==> config.mk <==
export PLATFORM = sky130hd
export DESIGN_NAME = bitmask_encoder
export DESIGN_NICKNAME = d
export VERILOG_FILES = /design/src/rtl/enc_pkg.sv /design/src/rtl/prio_enc.sv /design/src/rtl/bitmask_encoder.sv
export SDC_FILE = /design/constraint.sdc
export NUM_CORES = 1
export LEC_CHECK = 0
export ABC_AREA = 1
export BUFFER_PORTS_ARGS = -buffer_cell sky130_fd_sc_hd__buf_2
export CAP_MARGIN = 10
export CORE_MARGIN = 10
export CORE_UTILIZATION = 30
export CTS_CLUSTER_SIZE = 20
export DETAILED_ROUTE_END_ITERATION = 8
export PLACE_DENSITY = 0.53
export SYNTH_ARGS = -nofsm -noshare
export SYNTH_HDL_FRONTEND = slang
export SYNTH_SLANG_ARGS = --single-unit
export TNS_END_PERCENT = 30
==> constraint.sdc <==
create_clock -name clk -period 3.9 [get_ports clk]
set_input_delay 0.195 -clock clk [delete_from_list [all_inputs] [get_ports clk]]
set_output_delay 0.195 -clock clk [all_outputs]
set_load 0.05 [all_outputs]
==> src/rtl/enc_pkg.sv <==
`default_nettype none
// ============================================================================
// Module      : enc_pkg
// Description : Shared types and helpers for the bitmask encoder.
//               enc_state_t - drain FSM state encoding
//               ENC_N_DEF   - default mask width
//               clog2       - ceiling log2 used to size the code output
// Revision    : 1.0 - initial release
// ============================================================================
package enc_pkg;

  localparam int ENC_N_DEF = 8;

  typedef enum logic [0:0] {
    IDLE = 1'b0,
    EMIT = 1'b1
  } enc_state_t;

  // Ceiling log2 of v; returns 0 for v <= 1.
  function automatic int clog2(input int v);
    int r;
    r = 0;
    for (int i = 0; i < 31; i++) begin
      if (((v - 1) >> i) != 0) r = i + 1;
    end
    return r;
  endfunction

endpackage : enc_pkg
`default_nettype wire

==> src/rtl/prio_enc.sv <==
`default_nettype none
// ============================================================================
// Module      : prio_enc
// Description : Combinational priority encoder with selectable direction.
// Ports       : vec       in  N  candidate bits
//               msb_first in  1  1: highest set bit wins, 0: lowest wins
//               idx       out W  index of the winning bit (0 when vec==0)
//               onehot    out 1  vec has exactly one bit set
// Revision    : 1.0 - initial release
// ============================================================================
module prio_enc
  import enc_pkg::*;
#(
  parameter int N = ENC_N_DEF,
  localparam int W = clog2(N)
) (
  input  logic [N-1:0] vec,
  input  logic         msb_first,
  output logic [W-1:0] idx,
  output logic         onehot
);

  always_comb begin
    idx = '0;
    if (msb_first) begin
      // Ascending scan: the last match is the highest set bit.
      for (int i = 0; i < N; i++) begin
        if (vec[i]) idx = W'(i);
      end
    end else begin
      // Descending scan: the last match is the lowest set bit.
      for (int i = N - 1; i >= 0; i--) begin
        if (vec[i]) idx = W'(i);
      end
    end
  end

  assign onehot = ($countones(vec) == 1);

endmodule : prio_enc
`default_nettype wire

==> src/rtl/bitmask_encoder.sv <==
`default_nettype none
// ============================================================================
// Module      : bitmask_encoder
// Description : Accepts an N-bit request mask and streams out the binary
//               index of every set bit, one per valid/ready transfer, in
//               priority order. A mask is fully drained before the next one
//               is accepted; an all-zero mask is accepted and dropped.
// Config      : ENC_MSB_FIRST_EN - when defined, highest set bit is emitted
//               first; otherwise lowest set bit first.
// Ports       : clk       in   1  rising-edge clock
//               rst       in   1  synchronous active-high reset
//               in_valid  in   1  in_mask valid
//               in_ready  out  1  block can accept a mask
//               in_mask   in   N  request bits (bit i requests code i)
//               out_valid out  1  out_code/out_last valid
//               out_ready in   1  consumer accepts current code
//               out_code  out  W  index of selected pending bit
//               out_last  out  1  current code is final for this mask
//               busy      out  1  a mask is being drained
// Revision    : 1.0 - initial release
// ============================================================================
module bitmask_encoder
  import enc_pkg::*;
#(
  parameter int N = ENC_N_DEF,
  localparam int W = clog2(N)
) (
  input  logic         clk,
  input  logic         rst,
  input  logic         in_valid,
  output logic         in_ready,
  input  logic [N-1:0] in_mask,
  output logic         out_valid,
  input  logic         out_ready,
  output logic [W-1:0] out_code,
  output logic         out_last,
  output logic         busy
);

`ifdef ENC_MSB_FIRST_EN
  localparam logic MSB_FIRST = 1'b1;
`else
  localparam logic MSB_FIRST = 1'b0;
`endif

  enc_state_t   state_q, state_d;
  logic [N-1:0] pend_q, pend_d;
  logic [N-1:0] w_sel_bit;

  // Code and last flag come only from the pend register, never from in_mask.
  prio_enc #(
    .N (N)
  ) u_prio_enc (
    .vec       (pend_q),
    .msb_first (MSB_FIRST),
    .idx       (out_code),
    .onehot    (out_last)
  );

  assign w_sel_bit = {{(N-1){1'b0}}, 1'b1} << out_code;

  always_comb begin
    state_d = state_q;
    pend_d  = pend_q;
    case (state_q)
      IDLE: begin
        if (in_valid && (in_mask != '0)) begin
          pend_d  = in_mask;
          state_d = EMIT;
        end
      end
      EMIT: begin
        if (out_ready) begin
          pend_d = pend_q & ~w_sel_bit;
          if (out_last) state_d = IDLE;
        end
      end
      default: begin
        state_d = IDLE;
        pend_d  = '0;
      end
    endcase
  end

  always_ff @(posedge clk) begin
    if (rst) begin
      state_q <= IDLE;
      pend_q  <= '0;
    end else begin
      state_q <= state_d;
      pend_q  <= pend_d;
    end
  end

  assign in_ready  = (state_q == IDLE);
  assign out_valid = (state_q == EMIT);
  assign busy      = (state_q == EMIT);

endmodule : bitmask_encoder
`default_nettype wire
* Word level (Yosys, flattened, before mapping) *
Cells that the tools add are included.

word-level totals
  bits in read-only memories = 0
  bits in writable memories = 0
  bits in latches = 0
  memories = 0
  flip-flop bits (word level) = 9
  word-level logic and storage cells = 34

cells by class
  order comparisons = 0
  muxes and demuxes = 15
  reductions and logical operators = 3
  shifts and indexed selects = 1
  add/sub/neg operators = 7
  equality and inequality tests = 3
  $mul = 0
  bitwise logic cells = 3
  divide/modulo/power cells = 0

operators by type and width
  operator               number
  $add A32 B32 Y32       3
  $eq A32 B2 Y1 const B  1
  $mux W3                8
  $mux W8                2
  $pmux W8 S2            1
  $add A1 B1 Y2          4
  $and A8 B8 Y8          1
  $not A8 Y8             1
  $reduce_bool A8 Y1     1
  $shl A1 B3 Y8 const A  1
  $mux W1                3
  $ne A2 B1 Y1 const B   1
  $ne A2 B2 Y1 const B   1
  $pmux W1 S2            1
  $reduce_and A2 Y1      1
  $logic_and A1 B1 Y1    1
  $not A1 Y1             1

* Longest topological paths before layout *
  depth after elaboration = 13
  mapped depth = 12
  gate-level depth less buffers = 12

* Cells and area by module *
Synthesis repeated with hierarchy kept, for this count alone.

second synthesis, totals
  cells, all modules = 151
  area, all modules = 900.9 µm²

modules (own cells, without submodules)
  module           cells each  instances  area an instance (µm²)
  bitmask_encoder  96          1          584.3
  prio_enc         55          1          316.6

* Worst setup path before layout *
OpenSTA, ideal clock, no wires.

  path type = register -> register
  start = reg pend_q[7]
  end = reg state_q (netlist: busy)
  library setup time = 0.130 ns
  cell stages (with the launch flop) = 13
  arrival time = 4.079 ns
  period minus slack after synthesis = 4.209 ns
  buffers on the path = 0
  setup slack = -0.309 ns
  cells stage by stage = dfxtp_1 inv_1 ha_1 inv_1 fa_1 fa_1 inv_1 ha_1 fa_1 nor4_1 nand2_1 nand2_1 a21oi_1

between the ends
  cells in the longest elaborated chain, start to end = 7

RTL lines
  what                                                  line                   RTL
  start, declared                                       bitmask_encoder.sv:47  logic [N-1:0] pend_q, pend_d;
  start signal, assigned                                bitmask_encoder.sv:91  pend_q <= pend_d;
  $add A1 B1 Y2 (not written as such)                   prio_enc.sv:38         assign onehot = ($countones(vec) == 1);
  $add A32 B32 Y32 (not written as such) (2 in series)  prio_enc.sv:38
  $eq A32 B2 Y1                                         prio_enc.sv:38
  via out_last                                          bitmask_encoder.sv:36  output logic out_last,
  $mux W1                                               bitmask_encoder.sv:75  if (out_last) state_d = IDLE;
  $mux W1                                               bitmask_encoder.sv:73  if (out_ready) begin
  $pmux W1 S2                                           bitmask_encoder.sv:65  case (state_q)
  end signal, assigned                                  bitmask_encoder.sv:90  state_q <= state_d;
  end, declared                                         bitmask_encoder.sv:46  enc_state_t state_q, state_d;

The timed path passes the listed nets, and every way through them passes these cells.
A chain may end at the register's enable or synchronous reset.

* Worst setup path in the final report *
  start = reg pend_q[6]
  end = out out_last

between the ends
  cells in the longest elaborated chain, start to end = 4

RTL lines
  what                                                  line
  $add A1 B1 Y2 (not written as such)                   prio_enc.sv:38
  $add A32 B32 Y32 (not written as such) (2 in series)  prio_enc.sv:38
  $eq A32 B2 Y1                                         prio_enc.sv:38
  end, declared                                         bitmask_encoder.sv:36

No other way between the ends.

==> results.sh <==
export IMPL_outcome="completed"
export IMPL_cts_repair_resizes=0
export IMPL_timing_hold_violations_final=0
export IMPL_mappedNetlistArea_um2=818
export IMPL_num_vias=741
export IMPL_worst_hold_stages=2
export IMPL_postSynthAreaPerCell_um2=7.05
export IMPL_rsz_0062_raised_after_global_routing="no"
export IMPL_antenna_found_initial=0
export IMPL_antenna_cells_inserted=0
export IMPL_timing_final_setup_violations=0
export IMPL_cts_hold_repair_buffers=0
export IMPL_num_fill_cells=286
export IMPL_p_leak_nw=0.493
export IMPL_worstHoldStart="rst"
export IMPL_cap_viol_max_count=0
export IMPL_grt_start_max_net_pins=13
export IMPL_vdd_ir_drop_max_uv=208
export IMPL_wl_mm=1.98
export IMPL_yosys_area_top_type="dfxtp_1"
export IMPL_synth_top_cell_area_share_pct=22.0
export IMPL_nets=160
export IMPL_floorplan_io_pins=19
export IMPL_die_w_um=72.2
export IMPL_layout_core_utilization_pct=37.8
export IMPL_clock_net_sink_count=9
export IMPL_worst_reg2reg_startpoint="pend_q[6]"
export IMPL_multiInputGateArea_um2=546
export IMPL_drc_errors=0
export IMPL_antenna_left=0
export IMPL_vias_in_the_first_global_route=821
export IMPL_max_clock_freq_mhz=292
export IMPL_grt_total_usage_pct=8.45
export IMPL_place_area_um2=936
export IMPL_synth_top_cells_by_area="dfxtp_1 22%, nand2_1 13%, ha_1 12%, fa_1 9.8%, inv_1 9.6%"
export IMPL_port_buffer_count=18
export IMPL_core_area_mm2=0.00254
export IMPL_setup_worst_path_class="reg -> out"
export IMPL_floorplan_die_height_um=72.2
export IMPL_tightestPinTransition_ns=0.467
export IMPL_holdCritPathClass="in -> reg"
export IMPL_dieArea_mm2=0.00522
export IMPL_tritoncts="built"
export IMPL_rr_endpoint="busy"
export IMPL_hold_path_endpoint="pend_q[5]"
export IMPL_detailedPlacementHpwl_mm=1.68
export IMPL_layout_area_seq_um2=180
export IMPL_finalMaxSlewViolations=0
export IMPL_row_count=18
export IMPL_timing_reg2reg_worst_path_depth=12
export IMPL_cp_end_kind="output port"
export IMPL_grt_overflow=0
export IMPL_area_growth_syn_to_layout_pct=17.6
export IMPL_finalClockSkew_ns=0.00130
export IMPL_initial_utilization_pct=32.2
export IMPL_post_synth_inst_count=116
export IMPL_yosysWarningCount=0
export IMPL_max_clock_path_buffers=2
export IMPL_crit_path_start_kind="flop"
export IMPL_post_drt_wl_per_cell_um=12.0
export IMPL_worstPathMaxFanout=3
export IMPL_clock_latency_ns=0.26
export IMPL_finalInstanceArea_um2=962
export IMPL_detailedRoute_firstPassIterationCount=4
export IMPL_timing_max_slew_rel_slack_pct=68.8
export IMPL_timing_final_crit_period_ns=3.42
export IMPL_fin_setup_tns_ns=0
export IMPL_cts_setup_buffers=0
export IMPL_initialDrtViolationCount=25
export IMPL_synth_cell_types=22
export IMPL_critical_path_required_time_ns=3.70
export IMPL_proportion_of_synthesized_chip_area_in_sequential_cells_pct=22.0
export IMPL_final_layout_size_suffix_gt1_share_pct=23.7
export IMPL_setup_reg_to_reg_worst_slack_ns=0.92
export IMPL_power_per_cell_area_mw_per_mm2=389
export IMPL_layout_worst_path_cycle_share_pct=87.7
export IMPL_post_drt_via_cell_ratio=4.49
export IMPL_cts_max_level=1
export IMPL_cts_root_buf="clkbuf_4"
export IMPL_worstPathArrival_ns=3.23
export IMPL_grt_first_pass_wirelength_mm=3.66
export IMPL_postSynthRegisterBits=9
export IMPL_synth_nets=140
export IMPL_number_of_buffers_created_by_cts=3
export IMPL_globalplace_congestion=0.802
export IMPL_cts_clk_slew_worst_paths_ns=0.06
## cells by family after synthesis
family | after synthesis | share of synthesized area, %
flops | 9 | 22.0
compound gates | 12 | 8.56
simple gates | 58 | 35.3
fa+ha+maj | 12 | 22.0
buf+inv | 25 | 12.1
## registers in the layout, indices dropped and copies added, names as in the netlist
name and count:
busy 1, pend_q 8
## layer usage
layer,up-vias,global-route usage (%),part of all wire (%)
li1,402,-,-
met2,17,13.7,46
met5,-,0,0
met1,320,10.3,48
met3,2,2.59,5.3
met4,0,2.80,0.61
## final cells by class
class / instances / share of cell area [%]
repair buffers: 18 / 9.36
flip-flops and latches: 9 / 18.7
clock buffers: 4 / 2.73
inverters: 22 / 8.58
multi-input cells: 82 / 56.7
well taps: 30 / 3.90
## stage by stage
step | hold slack [ns] | total power, mW | setup WS, ns | cells
finish | 0.212 | 0.374 | 0.480 | 165
detailed placement | 0.489 | 0.307 | 0.740 | 161
CTS | 0.214 | 0.379 | 0.441 | 165
floorplan | 0.362 | 0.264 | 0.296 | 116
global route | 0.224 | 0.405 | 0.312 | 165
global placement | 0.483 | 0.305 | 0.818 | 161
## cells in the mapped netlist (all sizes together)
master  count
nand2      31
inv        22
nand3      14
nor2       10
a21oi       9
dfxtp       9
ha          8
fa          4
buf         3
o21ai       2
a21boi      1
nand4       1
nor3        1
nor4        1
## placed cells by master (no fill, tap or decap)
master    count
nand2_1      29
inv_1        21
buf_2        18
nand3_1      14
a21oi_1       9
dfxtp_1       9
ha_1          8
nor2_1        7
fa_1          4
clkbuf_4      3
nor2_4        2
o21ai_1       1
nor2_2        1
a21boi_2      1
nor3_2        1
nor4_2        1
inv_2         1
nand4_4       1
nand2_2       1
nand2_4       1
o21ai_2       1
clkbuf_1      1
## critical path, cell delays in order (launching register included)
cell and delay, ns:
dfxtp_1 0.36, inv_1 0.08, ha_1 0.28, inv_1 0.05
fa_1 0.45, fa_1 0.54, inv_1 0.05, ha_1 0.20
fa_1 0.37, nor4_2 0.28, buf_2 0.31
## where the power goes
part | internal, mW | leakage, nW | switching [mW]
Combinational | 0.0570 | 0.404 | 0.133
Sequential | 0.0994 | 0.0741 | 0.0125
Clock | 0.0395 | 0.0150 | 0.0329
Total | 0.196 | 0.493 | 0.178
## worst max path at each step
stage	from	end	slack [ns]	cells past startpoint
after floorplan	pend_q[7]	busy	0.30	12
after global placement	pend_q[7]	out_last	0.82	10
after detailed placement	pend_q[6]	out_last	0.74	10
after CTS	pend_q[6]	out_last	0.44	10
after global routing	pend_q[6]	out_last	0.31	10
final	pend_q[6]	out_last	0.48	10
Note: power is estimated with default switching activity, not from simulation.
